[src/rtl/pio_pkg.sv]
// Shared constants for the PIO-driven counter bank: channel selects, control
// word layout and channel modes.
package pio_pkg;

   localparam int NUM_CH = 3;

   localparam logic [1:0] CSEL_CH0  = 2'd0;
   localparam logic [1:0] CSEL_CH1  = 2'd1;
   localparam logic [1:0] CSEL_CH2  = 2'd2;
   localparam logic [1:0] CSEL_CTRL = 2'd3;

   localparam int CTRL_EN_LSB   = 0;
   localparam int CTRL_MODE_LSB = 3;
   localparam int CTRL_CLR_LSB  = 6;

   localparam logic MODE_ONESHOT = 1'b0;
   localparam logic MODE_RELOAD  = 1'b1;

endpackage

[src/rtl/pio_counter_bank_if.sv]
// PIO-side bus into the counter bank: select/strobe/data and tick enables in,
// read-back and terminal-count flags out.
interface pio_counter_bank_if #(
   parameter int WIDTH = 32
);
   logic [1:0]       counter_set;
   logic             counter_we;
   logic [WIDTH-1:0] counter_val;
   logic [2:0]       tick;
   logic [WIDTH-1:0] counter_out;
   logic [2:0]       tc_pulse;
   logic [2:0]       tc_done;

   modport master (
      output counter_set, counter_we, counter_val, tick,
      input  counter_out, tc_pulse, tc_done
   );

   modport slave (
      input  counter_set, counter_we, counter_val, tick,
      output counter_out, tc_pulse, tc_done
   );
endinterface

[src/rtl/pio_counter_chan.sv]
// One down-counter channel: count and reload registers, terminal-count pulse
// and sticky done flag.
module pio_counter_chan
   import pio_pkg::*;
#(
   parameter int WIDTH = 32
) (
   input  logic             clk,
   input  logic             rst,
   input  logic             en,
   input  logic             mode,
   input  logic             tick,
   input  logic             we,
   input  logic             clr,
   input  logic [WIDTH-1:0] wdata,
   output logic [WIDTH-1:0] count,
   output logic             tc_pulse,
   output logic             tc_done
);

   logic [WIDTH-1:0] reload;
   logic             live;
   logic             hit;

   // A write on this channel swallows any tick in the same cycle.
   assign live = en && tick && !we && (count != '0);
   assign hit  = live && (count == WIDTH'(1));

   // NOTE: reset is synchronous, so rst is tested inside the clocked block and stays out of the sensitivity list.
   always_ff @(posedge clk) begin
      if (rst) begin
         count    <= '0;
         reload   <= '0;
         tc_pulse <= 1'b0;
         tc_done  <= 1'b0;
      end else begin
         tc_pulse <= hit;

         if (we) begin
            reload <= wdata;
            count  <= wdata;
         end else if (hit) begin
            unique case (mode)
               MODE_RELOAD:  count <= reload;
               MODE_ONESHOT: count <= '0;
            endcase
         end else if (live) begin
            count <= count - WIDTH'(1);
         end

         // A fresh terminal count beats a same-cycle W1C.
         if (we)       tc_done <= 1'b0;
         else if (hit) tc_done <= 1'b1;
         else if (clr) tc_done <= 1'b0;
      end
   end

endmodule

[src/rtl/pio_counter_bank.sv]
// Three-channel programmable down-counter bank: write decode, control register
// and registered read-back mux around three channel instances.
module pio_counter_bank
   import pio_pkg::*;
#(
   parameter int WIDTH = 32
) (
   input logic               clk,
   input logic               rst,
   pio_counter_bank_if.slave bus
);

   logic [NUM_CH-1:0] we_ch;
   logic              ctrl_we;
   logic [NUM_CH-1:0] clr;
   logic [NUM_CH-1:0] en;
   logic [NUM_CH-1:0] mode;
   logic [NUM_CH-1:0] pulse;
   logic [NUM_CH-1:0] done;
   logic [WIDTH-1:0]  count [NUM_CH];

   assign we_ch[0] = bus.counter_we && (bus.counter_set == CSEL_CH0);
   assign we_ch[1] = bus.counter_we && (bus.counter_set == CSEL_CH1);
   assign we_ch[2] = bus.counter_we && (bus.counter_set == CSEL_CH2);
   assign ctrl_we  = bus.counter_we && (bus.counter_set == CSEL_CTRL);
   assign clr      = ctrl_we ? bus.counter_val[CTRL_CLR_LSB +: NUM_CH] : '0;

   for (genvar i = 0; i < NUM_CH; i++) begin : g_chan
      pio_counter_chan #(.WIDTH(WIDTH)) u_chan (
         .clk      (clk),
         .rst      (rst),
         .en       (en[i]),
         .mode     (mode[i]),
         .tick     (bus.tick[i]),
         .we       (we_ch[i]),
         .clr      (clr[i]),
         .wdata    (bus.counter_val),
         .count    (count[i]),
         .tc_pulse (pulse[i]),
         .tc_done  (done[i])
      );
   end

   assign bus.tc_pulse = pulse;
   assign bus.tc_done  = done;

   always_ff @(posedge clk) begin
      if (rst) begin
         en              <= '0;
         mode            <= '0;
         bus.counter_out <= '0;
      end else begin
         if (ctrl_we) begin
            en   <= bus.counter_val[CTRL_EN_LSB   +: NUM_CH];
            mode <= bus.counter_val[CTRL_MODE_LSB +: NUM_CH];
         end

         unique case (bus.counter_set)
            CSEL_CH0:  bus.counter_out <= count[0];
            CSEL_CH1:  bus.counter_out <= count[1];
            CSEL_CH2:  bus.counter_out <= count[2];
            CSEL_CTRL: bus.counter_out <= WIDTH'({done, mode, en});
         endcase
      end
   end

endmodule

[src/flat_wrapper.sv]
// flat-port wrapper written by rule: the top's interface ports become plain ports
module pio_counter_bank_flat import pio_pkg::*;
#(
   parameter int WIDTH = 32
)
  (clk, rst, bus_counter_set, bus_counter_we, bus_counter_val, bus_tick, bus_counter_out, bus_tc_pulse, bus_tc_done);
  pio_counter_bank_if #(.WIDTH(WIDTH)) bus_i ();
  input logic clk;
  input logic rst;
  input wire logic [$bits(bus_i.counter_set)-1:0] bus_counter_set;
  input wire logic [$bits(bus_i.counter_we)-1:0] bus_counter_we;
  input wire logic [$bits(bus_i.counter_val)-1:0] bus_counter_val;
  input wire logic [$bits(bus_i.tick)-1:0] bus_tick;
  output wire logic [$bits(bus_i.counter_out)-1:0] bus_counter_out;
  output wire logic [$bits(bus_i.tc_pulse)-1:0] bus_tc_pulse;
  output wire logic [$bits(bus_i.tc_done)-1:0] bus_tc_done;
  assign bus_i.counter_set = bus_counter_set;
  assign bus_i.counter_we = bus_counter_we;
  assign bus_i.counter_val = bus_counter_val;
  assign bus_i.tick = bus_tick;
  assign bus_counter_out = bus_i.counter_out;
  assign bus_tc_pulse = bus_i.tc_pulse;
  assign bus_tc_done = bus_i.tc_done;
  pio_counter_bank #(.WIDTH(WIDTH)) u_core (.clk(clk), .rst(rst), .bus(bus_i));
endmodule
[config.mk]
export PLATFORM = sky130hd
export DESIGN_NAME = pio_counter_bank_flat
export DESIGN_NICKNAME = d
export VERILOG_FILES = /design/src/rtl/pio_pkg.sv /design/src/rtl/pio_counter_bank_if.sv /design/src/rtl/pio_counter_chan.sv /design/src/rtl/pio_counter_bank.sv /design/src/flat_wrapper.sv
export SDC_FILE = /design/constraint.sdc
export NUM_CORES = 1
export LEC_CHECK = 0
export BUFFER_PORTS_ARGS = -buffer_cell sky130_fd_sc_hd__buf_2
export CORE_MARGIN = 2
export CORE_UTILIZATION = 29
export DETAILED_ROUTE_END_ITERATION = 7
export PLACE_DENSITY = 0.56
export SETUP_SLACK_MARGIN = 0.05
export SYNTH_ARGS = -nofsm -noshare
export SYNTH_HDL_FRONTEND = slang
export SYNTH_SLANG_ARGS = --single-unit
[constraint.sdc]
create_clock -name clk -period 2.4 [get_ports clk]
set_input_delay 0.48 -clock clk [delete_from_list [all_inputs] [get_ports clk]]
set_output_delay 0.48 -clock clk [all_outputs]
set_load 0.1 [all_outputs]
==> flow_metrics.py, run 1 <==
metrics = {
    "pwr": {
        "switching_share": 0.3115,
        "p_int_uw": 7889,
        "power.switching_uw": 3570,
        "peakVddDrop_uv": 476.8,
        "total_leakage_power_uw": 0.006463,
        "power_density_nw_per_um2": 724.7,
        "clockPowerShare": 0.393,
        "pwr-share-seq": 0.366,
        "p_comb_frac": 0.241,
    },
    "worst_setup_path": {
        "crit_path_start_kind": "register",
        "worstSetupPathType": "register to register",
        "r2r_slack_ns": 0.009,
        "critPathSlowestCell": "or4_4",
        "rr_worst_depth": 6,
        "max_stage_delay_ns": 0.53,
        "crit_chain": "or4_4 > or4_4 > or4_4 > a21oi_2 > nor2_1 > a22o_1",
        "end_kind": "register",
        "cp_data_required_time_ns": 2.86,
        "timing.rr.end": "u_core.g_chan[1].u_chan.count[30]",
        "path_max_fanout": 6,
        "cp_num_cells": 6,
        "crit_path_frequent_cell": "or4_4",
        "cp_top_family": "simple AND/OR/NAND/NOR gates",
        "critPathBufInv": 0,
        "crit_arrival_ns": 2.85,
        "reg2reg_from": "u_core.g_chan[1].u_chan.count[25]",
    },
    "sta": {
        "whs_ns": 0.2368,
        "skew_ns": 0.009067,
        "hold_viol": 0,
        "rsz0062_at_grt": "true",
        "relSlewSlack": 0.6478,
        "finalWorstSetupSlack_ns": 0.009206,
        "fin_crit_sh": 0.9962,
        "tightestPinTransition_ns": 0.5284,
        "finalSetupTns_ns": 0,
        "fmax_mhz": 418.3,
        "setup_viol": 0,
        "min_period_ns": 2.391,
        "report.final.slew_viol_count": 0,
    },
    "logic_synthesis": {
        "synthMuxAreaShare": 0.03697,
        "ys_ff_latch": 236,
        "ys_types": 69,
        "synthFlopType": "dfxtp_1",
        "synth_nets": 1590,
        "ys_seq_area_frac": 0.3943,
        "yosys.area_share.simple": 0.2645,
        "synth_top_area_cell": "dfxtp_1",
        "netlist_area_um2": 11980,
        "ys_async_sr_fraction": 0,
        "ys_top_cells_by_area": "dfxtp_1 (39%), nand2_1 (9.6%), a21oi_1 (7.5%)",
        "synth_top_area_frac": 0.3943,
        "synth_edf_count": 0,
        "synth_top_family_by_area": "simple AND/OR/NAND/NOR gates",
        "synthAdderAreaFrac": 0.006266,
        "syn_avg_cell_area_um2": 7.760,
        "synthXorXnorAreaFrac": 0.04971,
        "synth_compound_area_frac": 0.2060,
        "netlist_instances": 1544,
        "yosysWarnings": 0,
    },
    "route": {
        "num_vias": 12850,
        "wl_um": 50330,
        "wl_per_cell_um": 21.76,
        "ant_nets": 0,
        "drt-pass1-iter-count": 7,
        "drt_iter0_drc": 1246,
        "drc_errors": 0,
        "avgViaCountPerCell": 5.557,
    },
    "final_layout": {
        "layout_common_cells": "nand2_1 (303), dfxtp_1 (230), buf_4 (196), a21oi_1 (173), nor2_1 (132)",
        "n_antenna_cell": 0,
        "drive_above_1_share": 0.2504,
        "layout.nets": 1804,
        "final_common_cell": "nand2_1",
        "areaGrowthSynthToFinish_pct": 31.96,
    },
    "clock_tree": {
        "clk_pin_slew_ns": 0.06,
        "cts_buffers": 29,
        "ctsHoldBuffers": 0,
        "htree_levels": 1,
        "clk-insertion-delay-late_ns": 0.57,
        "cts_tree": "done",
        "cts.path.max_buffers": 3,
        "root_buffer": "clkbuf_16",
        "cts.sinks": 236,
    },
    "die": {
        "ioPinCount": 78,
        "die_w_um": 207.3,
        "core-area_um2": 40830,
        "die_y_um": 207.3,
        "start_util": 0.2934,
        "rows": 74,
        "die_area_um2": 42960,
    },
    "grt": {
        "first_global_vias": 11870,
        "grt_usage": 0.2223,
        "grt_overflow": 0,
        "grt_pass1_wl_um": 74930,
        "antenna_found_initial": 0,
        "grt_max_degree": 101,
    },
    "place": {
        "routabilityCongestion": 0.9514,
        "hpwlAfterDp_um": 36330,
        "port_buffers": 77,
        "preCtsSetupSlack_ns": -0.03642,
    },
    "worst_hold_path": {
        "holdCritStartpoint": "bus_counter_val[25]",
        "hold_end": "u_core.g_chan[2].u_chan.reload[25]",
        "hold_class": "primary input to register",
        "min_path_cells": 3,
    },
    "run": {
        "cap_violations": 0,
    },
    "run_status": {
        "outcome": "complete, no violations",
    },
}
-- worst register-to-register path, stage by stage, from the launching register on --
cell and delay (ns):
dfxtp_2 0.32, or4_4 0.53, or4_4 0.53, or4_4 0.52
a21oi_2 0.14, nor2_1 0.06, a22o_1 0.21
-- cells by family after synthesis --
family                     after synthesis
buffers and inverters                  121
xor gates and xnor gates                68
muxes                                   33
adders and majority gates                6
AOI/OAI and AO/OA                      406
and+or+nand+nor                        674
DFF                                    236
-- timing repair --
action | in CTS | in global routing
cloned | 0 | 5
pin swaps | 3 | 37
resized for setup | 20 | 80
setup endpoints to repair | 41 | 94
buffers inserted | 0 | 10
-- state kept, by name, summed over array words and instances (netlist names) --
signal                         count
u_core.en                          3
u_core.bus.counter_out            32
u_core.g_chan.u_chan.tc_pulse      3
u_core.g_chan.u_chan.count        96
u_core.mode                        3
u_core.g_chan.u_chan.tc_done       3
u_core.g_chan.u_chan.reload       96
-- cells in the mapped netlist, types with 12 or more instances --
cell,number
nand2_1,305
nand3_1,19
nor2_1,136
buf_1,12
xor2_1,45
nand4_1,26
or4_1,19
a21boi_0,48
nor3_1,49
clkbuf_1,81
o32ai_1,13
dfxtp_1,236
a21oi_1,179
and3_1,35
and2_1,13
nor4_1,20
o21ai_0,33
or3_1,14
xnor2_1,23
o22ai_1,30
a31oi_1,52
mux2i_1,24
-- metal layers --
layer	GRT usage	wire length (um)
met4	0.08793	2050
met2	0.3498	22680
met1	0.3057	21770
met5	0	0
met3	0.03359	3830
-- through the flow --
step / instance area, um2 / cells / utilization / power [uW]
after global placement: 14260 / 2244 / 0.3491 / 6781
after CTS: 15310 / 2298 / 0.3749 / 11320
after global routing: 15810 / 2313 / 0.3872 / 11920
final: 15810 / 2313 / 0.3872 / 11460
after detailed placement: 14260 / 2244 / 0.3491 / 6790
after floorplan: 12100 / 1544 / - / 5787
-- power groups by stage --
stage	sequential [uW]	combinational, uW	clock, uW
2_1_floorplan	4340	1440	0
3_3_place_gp	4260	2520	0
3_5_place_dp	4260	2530	0
4_1_cts	4180	2570	4570
5_1_grt	4200	2980	4740
6_report	4190	2770	4500
-- cell type report --
cell class | instances | area (um2)
tap | 532 | 665.6
fill | 4156 | 25020
clock buffer | 38 | 809.5
inverter | 8 | 30.03
multi-input combinational | 1187 | 7203
timing repair buffer | 296 | 2211
clock inverter | 16 | 158.9
sequential | 236 | 4732
-- worst max path at each step --
stage / to / start
after global routing: u_core.g_chan[1].u_chan.count[2] / u_core.g_chan[1].u_chan.count[25]
final: u_core.g_chan[1].u_chan.count[30] / u_core.g_chan[1].u_chan.count[25]
after global placement: u_core.g_chan[2].u_chan.count[28] / u_core.g_chan[2].u_chan.count[21]
after floorplan: u_core.g_chan[1].u_chan.count[30] / u_core.g_chan[1].u_chan.count[24]
after CTS: u_core.g_chan[1].u_chan.count[30] / u_core.g_chan[1].u_chan.count[25]
after detailed placement: u_core.g_chan[2].u_chan.count[11] / u_core.g_chan[2].u_chan.count[16]
No activity file was read; power rests on OpenSTA's default activity.
==> inputs of run 2 (changes only) <==
--- a/config.mk
+++ b/config.mk
@@ -5,7 +5,7 @@
 export SDC_FILE = /design/constraint.sdc
 export NUM_CORES = 1
 export LEC_CHECK = 0
-export BUFFER_PORTS_ARGS = -buffer_cell sky130_fd_sc_hd__buf_2
+export BUFFER_PORTS_ARGS = -buffer_cell sky130_fd_sc_hd__buf_4
 export CORE_MARGIN = 2
 export CORE_UTILIZATION = 29
 export DETAILED_ROUTE_END_ITERATION = 7
==> run 2 against run 1 <==
Against the previous run:
- the flow now finishes with violations (setup timing)
- sequential cell count unchanged
- critical path depth unchanged
- setup slack worse by 0.040 ns
- highest routed layer unchanged
==> flow_metrics.py, run 2 (synthesis gave the netlist of run 1 again) <==
metrics = {
    "final_layout": {
        "n_antenna_cell": 0,
        "largestRegisters": "u_core.g_chan.u_chan.count (96), u_core.g_chan.u_chan.reload (96), u_core.bus.counter_out (32)",
        "drive_above_1_share": 0.2406,
        "areaGrowthSynthToFinish_pct": 32.52,
        "layout_common_cells": "nand2_1 (302), buf_4 (252), dfxtp_1 (227), a21oi_1 (169), nor2_1 (134)",
        "final_common_cell": "nand2_1",
        "fin_util": 0.3889,
        "layout.nets": 1785,
        "stdcell_count": 2290,
    },
    "worst_setup_path": {
        "timing.rr.end": "u_core.g_chan[1].u_chan.count[30]",
        "max_stage_delay_ns": 0.54,
        "end_kind": "register",
        "reg2reg_from": "u_core.g_chan[1].u_chan.count[25]",
        "r2r_slack_ns": -0.03,
        "cp_num_cells": 6,
        "worstSetupPathType": "register to register",
        "cp_data_required_time_ns": 2.85,
        "crit_arrival_ns": 2.88,
        "crit_path_frequent_cell": "or4_4",
        "critPathSlowestCell": "or4_4",
        "crit_path_start_kind": "register",
        "critPathBufInv": 0,
        "crit_path_end": "u_core.g_chan[1].u_chan.count[30]",
        "cp_top_family": "simple AND/OR/NAND/NOR gates",
        "rr_worst_depth": 6,
        "crit_chain": "or4_4 > or4_4 > or4_4 > a21oi_2 > nor2_1 > a22o_1",
        "path_max_fanout": 6,
        "critPathLaunch": "u_core.g_chan[1].u_chan.count[25]",
    },
    "worst_hold_path": {
        "hold_class": "primary input to register",
        "holdCritStartpoint": "bus_counter_val[27]",
        "min_path_cells": 3,
    },
    "route": {
        "ant_nets": 0,
        "drc_errors": 0,
        "drt_iter0_drc": 1244,
        "drt-pass1-iter-count": 5,
        "wl_um": 49400,
        "num_vias": 12740,
        "wl_per_cell_um": 21.57,
        "avgViaCountPerCell": 5.564,
    },
    "pwr": {
        "switching_share": 0.3075,
        "total_leakage_power_uw": 0.006398,
        "clockPowerShare": 0.390,
        "power.switching_uw": 3487,
        "pwr-share-seq": 0.369,
        "p_int_uw": 7854,
        "power_density_nw_per_um2": 714.3,
        "peakVddDrop_uv": 409.4,
        "p_comb_frac": 0.241,
    },
    "grt": {
        "antenna_found_initial": 1,
        "grt_overflow": 0,
        "grt_pass1_wl_um": 74370,
        "first_global_vias": 12140,
        "grt_max_degree": 113,
        "grt_usage": 0.2205,
    },
    "clock_tree": {
        "clk-insertion-delay-late_ns": 0.58,
        "cts_tree": "done",
        "clk_pin_slew_ns": 0.06,
        "cts.sinks": 236,
        "htree_levels": 1,
        "root_buffer": "clkbuf_16",
        "ctsHoldBuffers": 0,
        "cts_buffers": 28,
        "cts.path.max_buffers": 3,
    },
    "sta": {
        "fmax_mhz": 411.4,
        "rsz0062_at_grt": "true",
        "finalWorstSetupSlack_ns": -0.03074,
        "fin_crit_sh": 1.013,
        "relSlewSlack": 0.5174,
        "setup_viol": 7,
        "report.final.slew_viol_count": 0,
        "tightestPinTransition_ns": 0.7230,
        "finalSetupTns_ns": -0.07484,
        "min_period_ns": 2.431,
        "skew_ns": 0.02781,
        "hold_viol": 0,
    },
    "place": {
        "port_buffers": 77,
        "preCtsSetupSlack_ns": -0.08542,
        "place_inst": 2223,
        "hpwlAfterDp_um": 35410,
        "routabilityCongestion": 0.9640,
    },
    "die": {
        "start_util": 0.2934,
        "ioPinCount": 78,
        "die_area_um2": 42960,
        "core-area_um2": 40830,
        "die_w_um": 207.3,
        "die_y_um": 207.3,
        "rows": 74,
    },
    "run": {
        "cap_violations": 0,
    },
    "run_status": {
        "violations": "setup timing",
        "outcome": "complete, but fails checks",
    },
}
[run 2: cell types whose count changed in the layout (fill, tap and decap cells not counted), sizes merged]
cell	previous run	this run
clkinv	12	8
buf	293	276
clkbuf	41	40
inv	9	8
[run 2: per-layer routing]
layer | track usage | share of wire
met4 | 0.1071 | 0.050
met3 | 0.02572 | 0.077
met1 | 0.2997 | 0.42
met5 | 0 | 0
met2 | 0.3475 | 0.45
[run 2: worst min path at each step]
stage	end	slack [ns]
6_report	u_core.g_chan[0].u_chan.reload[27]	0.22
5_1_grt	u_core.g_chan[0].u_chan.reload[31]	0.21
4_1_cts	u_core.g_chan[0].u_chan.reload[28]	0.20
3_5_place_dp	u_core.g_chan[1].u_chan.reload[17]	0.44
3_3_place_gp	u_core.g_chan[0].u_chan.reload[14]	0.44
2_1_floorplan	u_core.g_chan[1].u_chan.reload[0]	0.43
[run 2: power by group through the flow]
stage	clock network (uW)	registers, uW	logic [uW]
after floorplan	0	4340	1440
after global placement	0	4260	2490
after detailed placement	0	4260	2510
after CTS	4500	4180	2570
after global routing	4670	4200	2940
final	4420	4190	2730
[run 2: repair_timing]
item,CTS,global route
gates resized for setup,24,72
pin swaps,9,40
buffers inserted,3,9
cloned,2,4
setup endpoints to repair,56,93
[run 2: metrics by stage]
step	instance area (um2)	hold WS (ns)	total power, uW
6_report	15880	0.2208	11340
3_5_place_dp	14340	0.4437	6766
2_1_floorplan	12100	0.4319	5787
3_3_place_gp	14340	0.4379	6752
5_1_grt	15880	0.2128	11810
4_1_cts	15450	0.2040	11240
[run 2: cell type report]
class	instances	area (um2)
Clock buffer	38	808.3
Clock inverter	11	145.1
Fill cell	4120	24950
Inverter	8	30.03
Multi-Input combinational cell	1187	7174
Sequential cell	236	4738
Tap cell	532	665.6
Timing Repair Buffer	278	2316
[run 2: worst min-delay path, stage by stage]
cell	delay (ns)
buf_4	0.14
nand2_1	0.07
a21oi_1	0.06
